### config.mk
export PLATFORM = sky130hd
export DESIGN_NAME = pipeline_serializer
export DESIGN_NICKNAME = d
export VERILOG_FILES = /design/src/rtl/pipeline_serializer_counter.sv /design/src/rtl/pipeline_serializer.sv
export SDC_FILE = /design/constraint.sdc
export NUM_CORES = 1
export LEC_CHECK = 0
export CAP_MARGIN = 10
export CORE_ASPECT_RATIO = 0.75
export CORE_UTILIZATION = 51
export CTS_CLUSTER_DIAMETER = 40
export DETAILED_ROUTE_END_ITERATION = 6
export GPL_TIMING_DRIVEN = 0
export HOLD_SLACK_MARGIN = 0.08
export MAX_ROUTING_LAYER = met4
export PLACE_DENSITY = 0.95
export RECOVER_POWER = 100
export SLEW_MARGIN = 20
export SYNTH_ARGS = -nofsm -noshare
export SYNTH_HDL_FRONTEND = slang
export SYNTH_SLANG_ARGS = --single-unit
### constraint.sdc
create_clock -name clock -period 4.86 [get_ports clock]
set_input_delay 0.486 -clock clock [delete_from_list [all_inputs] [get_ports clock]]
set_output_delay 0.486 -clock clock [all_outputs]
set_load 0.005 [all_outputs]
### src/rtl/pipeline_serializer_counter.sv
// Loadable down-counter with synchronous clear; decrement saturates at zero.
// Intended for block-drain bookkeeping where a load may coincide with the last decrement.
module pipeline_serializer_counter #(
    parameter int COUNT_WIDTH = 3
) (
    input  logic                   clock,
    input  logic                   reset,
    input  logic                   i_clear,
    input  logic                   i_load,
    input  logic [COUNT_WIDTH-1:0] i_load_value,
    input  logic                   i_decrement,
    output logic [COUNT_WIDTH-1:0] o_count
);

    logic [COUNT_WIDTH-1:0] r_count;

    // Count register: clear beats load, load beats decrement.
    always_ff @(posedge clock or posedge reset) begin
        if (reset) begin
            r_count <= {COUNT_WIDTH{1'b0}};
        end else if (i_clear) begin
            r_count <= {COUNT_WIDTH{1'b0}};
        end else if (i_load) begin
            r_count <= i_load_value;
        end else if (i_decrement && (r_count != {COUNT_WIDTH{1'b0}})) begin
            r_count <= r_count - COUNT_WIDTH'(1);
        end else begin
            r_count <= r_count;
        end
    end

    assign o_count = r_count;

endmodule

### src/rtl/pipeline_serializer.sv
// Parallel-in, serial-out word shifter with valid/ready on both sides.
// A block of WORD_COUNT words is loaded at once and emitted lowest index first.
module pipeline_serializer #(
    parameter int WORD_WIDTH = 8,
    parameter int WORD_COUNT = 4
) (
    input  logic                             clock,
    input  logic                             reset,
    input  logic                             clear,
    input  logic [WORD_WIDTH*WORD_COUNT-1:0] parallel_in,
    input  logic                             parallel_in_valid,
    output logic                             parallel_in_ready,
    output logic [WORD_WIDTH-1:0]            serial_out,
    output logic                             serial_out_valid,
    input  logic                             serial_out_ready
);

    localparam int COUNT_WIDTH = $clog2(WORD_COUNT + 1);
    localparam int BLOCK_WIDTH = WORD_WIDTH * WORD_COUNT;

    logic [BLOCK_WIDTH-1:0] r_shift;
    logic [COUNT_WIDTH-1:0] w_remaining;
    logic                   w_in_hs;
    logic                   w_out_hs;
    logic                   w_in_ready;

    assign w_in_hs  = parallel_in_valid & w_in_ready;
    assign w_out_hs = serial_out_valid & serial_out_ready;

    // Ready is combinational on serial_out_ready so the last word and the next load share a cycle.
    always_comb begin
        w_in_ready = 1'b0;
        if (w_remaining == {COUNT_WIDTH{1'b0}}) begin
            w_in_ready = 1'b1;
        end else if (w_remaining == COUNT_WIDTH'(1)) begin
            w_in_ready = serial_out_ready;
        end else begin
            w_in_ready = 1'b0;
        end
    end

    // Word storage: a load overrides the shift that would retire the final word.
    always_ff @(posedge clock or posedge reset) begin
        if (reset) begin
            r_shift <= {BLOCK_WIDTH{1'b0}};
        end else if (clear) begin
            r_shift <= {BLOCK_WIDTH{1'b0}};
        end else if (w_in_hs) begin
            r_shift <= parallel_in;
        end else if (w_out_hs) begin
            r_shift <= r_shift >> WORD_WIDTH;
        end else begin
            r_shift <= r_shift;
        end
    end

    pipeline_serializer_counter #(
        .COUNT_WIDTH (COUNT_WIDTH)
    ) u_counter (
        .clock        (clock),
        .reset        (reset),
        .i_clear      (clear),
        .i_load       (w_in_hs),
        .i_load_value (COUNT_WIDTH'(WORD_COUNT)),
        .i_decrement  (w_out_hs),
        .o_count      (w_remaining)
    );

    assign parallel_in_ready = w_in_ready;
    assign serial_out        = r_shift[WORD_WIDTH-1:0];
    assign serial_out_valid  = (w_remaining != {COUNT_WIDTH{1'b0}});

endmodule

==> results.md <==
- Seq cells post-synth: 35
- Flop pwr share: 0.400
- Max Freq: 337 MHz
- Critical Path RT: between 5000 and 6000 ps
- Drt initial violations: between 40 and 50
- I/O pin count: 47
- Worst setup SP type: primary input
- Power share of the combinational group: 0.391
- CTS sink cnt: 35
- Die W: approximately 68 µm
- Simple-gate share of the synthesized area: 0.0975
- Clk_lat worst skew: slightly below 300 ps
- Post-cts sizing count: 0
- Final Hold Fails: 0
- Nets: roughly 250
- Initial Util: 0.552
- Top cell type's share of synthesized area: 0.521
- Initial antenna violation count: 0
- CP Capture Type: register
- Area Overhead vs Synth: 34.3%
- Placed Instance Area: ~2200 µm²
- Fin crit period: a little under 3000 ps
- Via density: about 5.3
- Sequential share of the synthesized area: 0.521
- Most common cell after layout, fill and taps aside: dfrtp_1
- Design Power: 1030 µW
- Grt ovf: 0
- Die area: between 3000 and 4000 µm²
- Hold Crit Depth: 2
- Clock share of power: 0.209
- Die Y: between 50 and 60 µm
- Pwr per Cell Area: 455 nW/µm²
- Total global-route track usage: 0.240
- Number of diodes: 0
- Post-layout instance area: 2260 µm²
- Slew Limit Fails: 0
- Worst-Margin Slew: between 1000 and 1500 ps
- Clock Tree Root: clkbuf_8
- Hold-fix buffers, CTS: 0
- Psw: roughly 350 µW
- First-pass GRT wire length: 5.76 mm
- Int Power: 681 µW
- R2r worst-path depth: 8
- Area of the core: slightly above 3000 µm²
- Router iterations before antenna repair: 4
- Drt drc: 0
- PortBufs: 45
- Worst Skew: 5.04 ps
- Largest family of logic cells by synthesized area: multiplexers
- Sw Ratio: 0.337
- Cell Area, Synth: 1680 µm²
- Via count: 1316
- Ranking of synthesized cells by area: dfrtp_1 (52%), mux2i_1 (15%), nand2_1 (6.0%), o21ai_1 (6.0%), buf_4 (4.5%)
- Clk pin slew, worst setup/hold paths: 70 ps
- RSZ-0062 raised after global routing: false
- Status: finished clean
- Synthesized area per cell: 10.7 µm²
- TritonCTS Buffers: 5
- Post-Syn Instances: roughly 160
- # Post-CTS Setup Buffers: 0
- Row count: 17
- Unique masters post-synth: 23
- Setup violators final: 0
- Max-Slew Margin vs Limit: 0.134
- Synth Area in Adders: 0.0223
- Post-detail-place hpwl: 2.59 mm
- Xor/xnor share of the synthesized area: 0.00521
- Hold WC Path Type: register to register
- Worst Path Max Fanout: 10
- GPL Wtd Cong: between 0.8 and 0.9
- CTS tree: yes
- CP Class: primary input to register
- Post-synthesis mux area share: 0.149
- Max_cap viols: 0
- Post-synthesis net count: a little under 200
- Worst vdd ir: about 0.30 mV
- H-tree depth reported by CTS: 2
- Vias in the first global route: around 1300
- Layout cells sized above 1: 0.100
- Arr. time, crit path: between 3000 and 4000 ps
- Most frequent cells in the layout: dfrtp_1 (35), clkdlybuf4s50_1 (33), nand2_1 (27), mux2i_1 (25), o21ai_0 (23)
- ANT nets after route: 0
- Clock buffer depth: 2
- Wire per inst: between 10 and 15 µm
- Largest net degree at the start of global routing: 36
- Yosys warning count: 0
- Synth area leader: dfrtp_1
- Final period utilization: 0.611
- Leak Pwr: 0.00101 µW
- TNS Setup: 0 ps
- Post-synthesis compound-gate area fraction: 0.134
- Total Wirelength: around 3.6 mm
cells in the mapped netlist:
cell	count
o21ai_0	4
o41ai_1	1
nor4b_1	1
nand2_1	27
buf_2	5
nor3b_1	1
nor3_1	2
nor2_1	2
clkbuf_1	2
o21ai_1	20
xnor2_1	1
dfrtp_1	35
mux2i_1	25
a21oi_1	3
nand2b_1	1
a211oi_4	1
a22o_1	7
buf_4	10
and3b_1	1
or2_2	1
ha_1	3
inv_1	3
nand3b_1	1
metal layers:
| layer | track usage | share of wire |
|---|---|---|
| met5 | - | 0 |
| met4 | 0.0729 | 0.0084 |
| met3 | 0.0811 | 0.059 |
| met2 | 0.387 | 0.47 |
| met1 | 0.285 | 0.46 |
critical path, stage by stage:
cell and delay (ps):
dlygate4sd3_1 630, a21oi_1 140, nor3b_1 350, clkbuf_1 560
clkbuf_1 570, mux2i_1 270, o21ai_0 110
path summary, 6_finish.rpt:
kind / startpoint / endpoint / slack [ps]
max: serial_out_ready / r_shift[23]$_DFFE_PP0P_ / 1890
min: r_shift[13]$_DFFE_PP0P_ / r_shift[13]$_DFFE_PP0P_ / 480
max reg2reg: u_counter.o_count[0]$_DFFE_PP0P_ / r_shift[23]$_DFFE_PP0P_ / 2050
min reg2reg: r_shift[13]$_DFFE_PP0P_ / r_shift[13]$_DFFE_PP0P_ / 480
max in group asynchronous: reset / r_shift[30]$_DFFE_PP0P_ / 3090
min in group asynchronous: reset / r_shift[6]$_DFFE_PP0P_ / 1000
power by group through the flow:
stage	logic [µW]	registers [µW]	clock network [µW]
global route	446	420	232
detailed placement	426	416	0
global placement	410	409	0
CTS	430	410	216
finish	402	410	215
floorplan	286	400	0
stage by stage:
stage	hold WS, ps	instances	setup slack [ps]	utilization
after floorplan	443	157	3160	-
after global placement	462	240	2490	0.716
after detailed placement	467	240	2400	0.716
after CTS	484	247	2580	0.745
after global routing	528	247	1690	0.742
final	481	247	1890	0.742
final cells by class:
cell class | instances | area [µm²]
Clock inverter | 1 | 5.00
Sequential cell | 35 | 876
Timing Repair Buffer | 45 | 450
Inverter | 3 | 11.3
Buffer | 17 | 98.8
Clock buffer | 6 | 82.6
Multi-Input combinational cell | 102 | 686
Fill cell | 215 | 785
Tap cell | 38 | 47.5
cell families (layout without fill, tap and decap cells):
kind of cell / count (synthesis) / count (layout)
adders and majority gates: 3 / 3
muxes: 25 / 25
buffers and inverters: 20 / 72
xor gates and xnor gates: 1 / 1
and+or+nand+nor: 37 / 37
AOI/OAI and AO/OA: 36 / 36
DFF: 35 / 35
sequential cells by signal (all words and copies together) (netlist names):
name	cells
r_shift	32
u_counter.o_count	3
Note: power is estimated with default switching activity, not from simulation.
